File: src/rtl/game_state_ctrl_if.sv
// game_state_ctrl_if: match-sequencer bus; GAME_PAUSE_EN adds pause_btn
interface game_state_ctrl_if;
    logic       start;
    logic       hit_p1;
    logic       hit_p2;
    logic [3:0] round_elapsed;
    logic [1:0] ko_elapsed;
    logic [1:0] end_elapsed;
    logic [1:0] ready_elapsed;
`ifdef GAME_PAUSE_EN
    logic       pause_btn;
`endif
    logic [3:0] GameState;
    logic [1:0] p1_score;
    logic [1:0] p2_score;
    logic [1:0] round_winner;
    logic [3:0] time_remaining;
    modport master (
        input  start, hit_p1, hit_p2, round_elapsed, ko_elapsed, end_elapsed, ready_elapsed,
`ifdef GAME_PAUSE_EN
        input  pause_btn,
`endif
        output GameState, p1_score, p2_score, round_winner, time_remaining
    );
    modport slave (
        output start, hit_p1, hit_p2, round_elapsed, ko_elapsed, end_elapsed, ready_elapsed,
`ifdef GAME_PAUSE_EN
        output pause_btn,
`endif
        input  GameState, p1_score, p2_score, round_winner, time_remaining
    );
endinterface

File: src/rtl/game_state_ctrl.sv
// game_state_ctrl: title/ready/play/KO/match-over sequencer; GAME_PAUSE_EN adds PAUSED
module game_state_ctrl #(
    parameter int unsigned ROUND_SECS     = 15,
    parameter int unsigned KO_SECS        = 2,
    parameter int unsigned END_SECS       = 3,
    parameter int unsigned READY_HALFSECS = 3,
    parameter int unsigned WINS_TO_MATCH  = 3
) (
    input logic              Clk,
    input logic              Reset,
    game_state_ctrl_if.master bus
);
    typedef enum logic [3:0] {
        TITLE       = 4'b0000,
        PLAYING     = 4'b0011,
        PAUSED      = 4'b0100,
        ROUND_RESET = 4'b0101,
        KO_PAUSE    = 4'b0110,
        MATCH_OVER  = 4'b1000,
        READY       = 4'b1001
    } state_t;
    localparam logic [3:0] ROUND = 4'(ROUND_SECS);
    localparam logic [1:0] WINS  = 2'(WINS_TO_MATCH);
    state_t     state_q, state_d;
    logic [1:0] p1_score_q, p1_score_d, p2_score_q, p2_score_d;
    logic [1:0] round_winner_q, round_winner_d;
    logic [3:0] time_remaining_q, time_remaining_d;
    logic       start_q;
    logic       start_edge, timeout;
    assign start_edge = bus.start & ~start_q;
    assign timeout    = bus.round_elapsed >= ROUND;
`ifdef GAME_PAUSE_EN
    logic pause_q, pause_edge;
    assign pause_edge = bus.pause_btn & ~pause_q;
`endif
    always_comb begin
        state_d          = state_q;
        p1_score_d       = p1_score_q;
        p2_score_d       = p2_score_q;
        round_winner_d   = round_winner_q;
        time_remaining_d = (state_q inside {TITLE, READY, ROUND_RESET}) ? ROUND :
                           timeout ? 4'd0 : ROUND - bus.round_elapsed;
        case (state_q)
            TITLE: if (start_edge) begin
                state_d    = READY;
                p1_score_d = 2'd0;
                p2_score_d = 2'd0;
            end
            READY: if (bus.ready_elapsed == 2'(READY_HALFSECS)) begin
                state_d        = PLAYING;
                round_winner_d = 2'b00;
            end
            PLAYING:
                // winner code falls out directly as {hit_p2, hit_p1}
                if (bus.hit_p1 || bus.hit_p2) begin
                    state_d        = KO_PAUSE;
                    round_winner_d = {bus.hit_p2, bus.hit_p1};
                    p1_score_d     = (bus.hit_p1 && !bus.hit_p2 && p1_score_q < WINS) ? p1_score_q + 2'd1 : p1_score_q;
                    p2_score_d     = (bus.hit_p2 && !bus.hit_p1 && p2_score_q < WINS) ? p2_score_q + 2'd1 : p2_score_q;
                end
`ifdef GAME_PAUSE_EN
                else if (pause_edge) state_d = PAUSED;
`endif
                else if (timeout) begin
                    state_d        = KO_PAUSE;
                    round_winner_d = 2'b11;
                end
`ifdef GAME_PAUSE_EN
            PAUSED: if (pause_edge) state_d = PLAYING;
`endif
            KO_PAUSE: if (bus.ko_elapsed == 2'(KO_SECS))
                state_d = (p1_score_q == WINS || p2_score_q == WINS) ? MATCH_OVER : ROUND_RESET;
            ROUND_RESET: state_d = READY;
            MATCH_OVER: if (bus.end_elapsed == 2'(END_SECS)) state_d = TITLE;
            default: state_d = TITLE;
        endcase
    end
    always_ff @(posedge Clk) begin
        if (Reset) begin
            state_q          <= TITLE;
            p1_score_q       <= 2'd0;
            p2_score_q       <= 2'd0;
            round_winner_q   <= 2'b00;
            time_remaining_q <= ROUND;
            start_q          <= 1'b0;
        end else begin
            state_q          <= state_d;
            p1_score_q       <= p1_score_d;
            p2_score_q       <= p2_score_d;
            round_winner_q   <= round_winner_d;
            time_remaining_q <= time_remaining_d;
            start_q          <= bus.start;
        end
    end
`ifdef GAME_PAUSE_EN
    always_ff @(posedge Clk) pause_q <= Reset ? 1'b0 : bus.pause_btn;
`endif
    assign bus.GameState      = state_q;
    assign bus.p1_score       = p1_score_q;
    assign bus.p2_score       = p2_score_q;
    assign bus.round_winner   = round_winner_q;
    assign bus.time_remaining = time_remaining_q;
endmodule

File: src/flat_wrapper.sv
// flat-port wrapper written by rule: the top's interface ports become plain ports
module game_state_ctrl_flat 
#(
    parameter int unsigned ROUND_SECS     = 15,
    parameter int unsigned KO_SECS        = 2,
    parameter int unsigned END_SECS       = 3,
    parameter int unsigned READY_HALFSECS = 3,
    parameter int unsigned WINS_TO_MATCH  = 3
)
  (Clk, Reset, bus_start, bus_hit_p1, bus_hit_p2, bus_round_elapsed, bus_ko_elapsed, bus_end_elapsed, bus_ready_elapsed, bus_GameState, bus_p1_score, bus_p2_score, bus_round_winner, bus_time_remaining);
  game_state_ctrl_if bus_i ();
  input logic Clk;
  input logic Reset;
  input wire logic [$bits(bus_i.start)-1:0] bus_start;
  input wire logic [$bits(bus_i.hit_p1)-1:0] bus_hit_p1;
  input wire logic [$bits(bus_i.hit_p2)-1:0] bus_hit_p2;
  input wire logic [$bits(bus_i.round_elapsed)-1:0] bus_round_elapsed;
  input wire logic [$bits(bus_i.ko_elapsed)-1:0] bus_ko_elapsed;
  input wire logic [$bits(bus_i.end_elapsed)-1:0] bus_end_elapsed;
  input wire logic [$bits(bus_i.ready_elapsed)-1:0] bus_ready_elapsed;
  output wire logic [$bits(bus_i.GameState)-1:0] bus_GameState;
  output wire logic [$bits(bus_i.p1_score)-1:0] bus_p1_score;
  output wire logic [$bits(bus_i.p2_score)-1:0] bus_p2_score;
  output wire logic [$bits(bus_i.round_winner)-1:0] bus_round_winner;
  output wire logic [$bits(bus_i.time_remaining)-1:0] bus_time_remaining;
  assign bus_i.start = bus_start;
  assign bus_i.hit_p1 = bus_hit_p1;
  assign bus_i.hit_p2 = bus_hit_p2;
  assign bus_i.round_elapsed = bus_round_elapsed;
  assign bus_i.ko_elapsed = bus_ko_elapsed;
  assign bus_i.end_elapsed = bus_end_elapsed;
  assign bus_i.ready_elapsed = bus_ready_elapsed;
  assign bus_GameState = bus_i.GameState;
  assign bus_p1_score = bus_i.p1_score;
  assign bus_p2_score = bus_i.p2_score;
  assign bus_round_winner = bus_i.round_winner;
  assign bus_time_remaining = bus_i.time_remaining;
  game_state_ctrl #(.ROUND_SECS(ROUND_SECS), .KO_SECS(KO_SECS), .END_SECS(END_SECS), .READY_HALFSECS(READY_HALFSECS), .WINS_TO_MATCH(WINS_TO_MATCH)) u_core (.Clk(Clk), .Reset(Reset), .bus(bus_i));
endmodule
File: config.mk
export PLATFORM = sky130hd
export DESIGN_NAME = game_state_ctrl_flat
export DESIGN_NICKNAME = d
export VERILOG_FILES = /design/src/rtl/game_state_ctrl_if.sv /design/src/rtl/game_state_ctrl.sv /design/src/flat_wrapper.sv
export SDC_FILE = /design/constraint.sdc
export NUM_CORES = 1
export LEC_CHECK = 0
export CORE_MARGIN = 2
export CORE_UTILIZATION = 59
export DETAILED_ROUTE_END_ITERATION = 8
export DONT_BUFFER_PORTS = 1
export MAX_ROUTING_LAYER = met4
export PLACE_DENSITY = 0.75
export SLEW_MARGIN = 20
export SYNTH_ARGS = -nofsm -noshare
export SYNTH_HDL_FRONTEND = slang
export SYNTH_SLANG_ARGS = --single-unit
File: constraint.sdc
create_clock -name Clk -period 2.03 [get_ports Clk]
set_input_delay 0.406 -clock Clk [delete_from_list [all_inputs] [get_ports Clk]]
set_output_delay 0.406 -clock Clk [all_outputs]
set_load 0.005 [all_outputs]
==> impl_metrics.py <==
metrics = {
    "worst_hold_path": {
        "hp-start": "bus_round_elapsed[2]",
        "holdPathEnd": "u_core.bus.time_remaining[2]",
        "holdPathStages": 1,
        "hold_class": "primary input to flop",
    },
    "worst_setup_path": {
        "worst-path-buf-inv": 0,
        "timing.rr.end": "u_core.bus.GameState[3]",
        "crit_family": "simple AND/OR/NAND/NOR gates",
        "slowest_stage": "dfxtp_1",
        "cp.arrival_ns": 2.09,
        "slowest_delay_ns": 0.61,
        "path_max_fanout": 14,
        "reg2reg_slack_ns": 0.15,
        "crit_required_ns": 2.24,
        "worstRegToRegCells": 4,
        "cp-start-kind": "flop",
        "timing.rr.start": "u_core.bus.GameState[1]",
        "path_class": "flop to flop",
        "critPathCaptureType": "flop",
        "crit_chain": "or2b_1 > nor3b_1 > o311ai_0 > o31ai_1",
    },
    "synth": {
        "synth_ff_type": "dfxtp_1",
        "ys_types": 38,
        "synth-compound-area-share_pct": 21.1,
        "synth_xor_area_share_pct": 1.06,
        "synth_top_family_by_area": "simple AND/OR/NAND/NOR gates",
        "synthSimpleGateAreaFrac_pct": 31.7,
        "syn_area_um2": 830,
        "yosysSeqAreaShare_pct": 36.2,
        "synth-seq-cells": 15,
        "muxShareOfSynthArea_pct": 2.41,
        "syn_nets": 110,
        "synth_adder_area_share_pct": 3.02,
        "synth_edf_count": 0,
        "syn_area_per_cell_um2": 8.92,
        "ys_warn_count": 0,
        "synthCells": 93,
        "synthArstFlopShare_pct": 0,
    },
    "grt": {
        "antenna_found_initial": 0,
        "grt_first_pass_wirelength_um": 2770,
        "grt.total_usage_pct": 21.4,
        "grt_max_degree": 15,
        "grt_pass1_vias": 639,
        "grt-ovfl-total": 0,
    },
    "clock_tree": {
        "htree_num_levels": 1,
        "post_cts_buffers": 0,
        "clk_path_buf_depth": 2,
        "clock_sinks": 15,
        "clk_latency_ns": 0.29,
        "ctsRootBufferMaster": "clkbuf_4",
        "cts.repair.resized": 0,
        "cts_inserted_buffers": 3,
        "clkSlewWorstSetupHoldPaths_ns": 0.09,
        "cts_hold_buf": 0,
        "cts_tree": "yes",
    },
    "timing": {
        "final_max_slew_viol_count": 0,
        "rsz0062_at_grt": "false",
        "finalHoldViolCount": 0,
        "setup_violations": 0,
        "relSlewSlack_pct": 63.8,
        "min_period_ns": 1.88,
        "setup_tns_ns": 0,
        "worstMarginPinSlew_ns": 0.542,
        "finalWorstSetupSlack_ns": 0.147,
        "fin_skew_ns": 0.00291,
        "timing.final.crit_share_pct": 92.7,
        "fmax_ghz": 0.531,
    },
    "die": {
        "die_area_mm2": 0.00172,
        "coreArea_mm2": 0.00130,
        "start_util_pct": 63.8,
        "io_pins": 29,
        "die_h_um": 41.5,
        "placementRows": 13,
        "die_w_um": 41.5,
    },
    "place": {
        "place_inst": 103,
        "dp_hpwl_um": 1230,
        "port_buffers": 0,
        "placed_cell_area_um2": 818,
        "place_congestion": 0.791,
        "place_ws_ns": 0.235,
    },
    "routing": {
        "firstDrtPassIters": 4,
        "vias_per_cell": 6.47,
        "wire_per_inst_um": 15.8,
        "drt-initial-drc-count": 37,
        "route.antenna.remaining_nets": 0,
        "wirelength_um": 1690,
        "remaining_drc_errors": 0,
        "num_vias": 692,
    },
    "pwr": {
        "peakVddDrop_mv": 0.607,
        "p_leak_nw": 0.300,
        "p_per_area_mw_per_mm2": 938,
    },
    "finish": {
        "num_antenna_cells": 0,
        "drive_above_1_share_pct": 8.70,
        "fin_area_um2": 846,
        "area_growth_pct": 1.96,
        "final_nets": 110,
        "instances_no_fill": 107,
    },
    "status": {
        "status": "finished clean",
    },
    "job": {
        "drv_cap": 0,
    },
}
per-layer routing:
metal | GRT usage, % | wire, um | vias to the layer above
met4 | 13.5 | 44 | 0
met3 | 5.65 | 105 | 4
met1 | 29.0 | 786 | 314
li1 | - | - | 348
met2 | 27.8 | 757 | 26
met5 | - | 0 | -
worst register-to-register path, stage by stage, from the launching register on:
cell	delay, ns
dfxtp_1	0.61
or2b_1	0.32
nor3b_1	0.49
o311ai_0	0.28
o31ai_1	0.11
power breakdown:
part           switching, mW  internal [mW]
combinational          0.102          0.114
clock                 0.0971         0.0733
sequential            0.0723          0.334
sequential cells by signal, summed over array words and instances (netlist names):
signal / cells
u_core.bus.p1_score: 2
u_core.bus.round_winner: 2
u_core.bus.p2_score: 2
u_core.start_q: 1
u_core.bus.time_remaining: 4
u_core.bus.GameState: 4
final cells by class:
class	count	area [um^2]
flip-flops and latches	15	300
fillers	119	455
well taps	15	18.8
clock inverters	1	5.00
inverters	2	7.51
clock buffers	3	22.5
multi-input cells	71	492
worst max-delay path by stage:
stage | start | to | cells past startpoint
global route | u_core.bus.GameState[1] | u_core.bus.GameState[3] | 4
global placement | u_core.bus.GameState[1] | u_core.bus.GameState[3] | 4
finish | u_core.bus.GameState[1] | u_core.bus.GameState[3] | 4
detailed placement | u_core.bus.GameState[1] | u_core.bus.GameState[3] | 4
floorplan | u_core.bus.GameState[1] | u_core.bus.GameState[0] | 5
CTS | u_core.bus.GameState[1] | u_core.bus.GameState[3] | 4
cell families after synthesis:
kind of cell    after synthesis
compound gates               23
xor+xnor                      1
fa+ha+maj                     2
buf+inv                       7
flops                        15
mux                           2
simple gates                 43
through the flow:
step           util [%]  total power, mW  hold slack (ns)
2_1_floorplan         -            0.598            0.468
3_5_place_dp       62.9            0.630            0.472
4_1_cts            65.0            0.800            0.168
6_report           65.0            0.793            0.173
3_3_place_gp       62.9            0.625            0.470
5_1_grt            65.0            0.849            0.163
synthesized netlist by cell type (2+ instances only):
cell      number  area (um^2)
o221ai_1       2         17.5
a32o_1         2         20.0
nor2b_1        5         31.3
nor4bb_1       2         20.0
o21ai_0        3         15.0
nor2_1         7         26.3
nand2b_1       3         18.8
inv_1          2         7.51
nor3b_1        5         37.5
a21oi_1        5         25.0
a22oi_1        2         15.0
o31ai_1        2         15.0
nand2_1        6         22.5
ha_1           2         25.0
nor3_1         4         20.0
mux2i_1        2         20.0
nor4b_1        2         17.5
dfxtp_1       15          300
buf_2          3         15.0
cells in the final DEF, fill, tap and decap left out, types with 3 or more instances in the layout:
cell and instances:
dfxtp_1 15, nor2_1 7, nand2_1 6, a21oi_1 5, nor3b_1 5, nor2b_1 5, nor3_1 4, o21ai_0 3
nand2b_1 3, clkbuf_4 3
No activity file was read; power rests on OpenSTA's default activity.
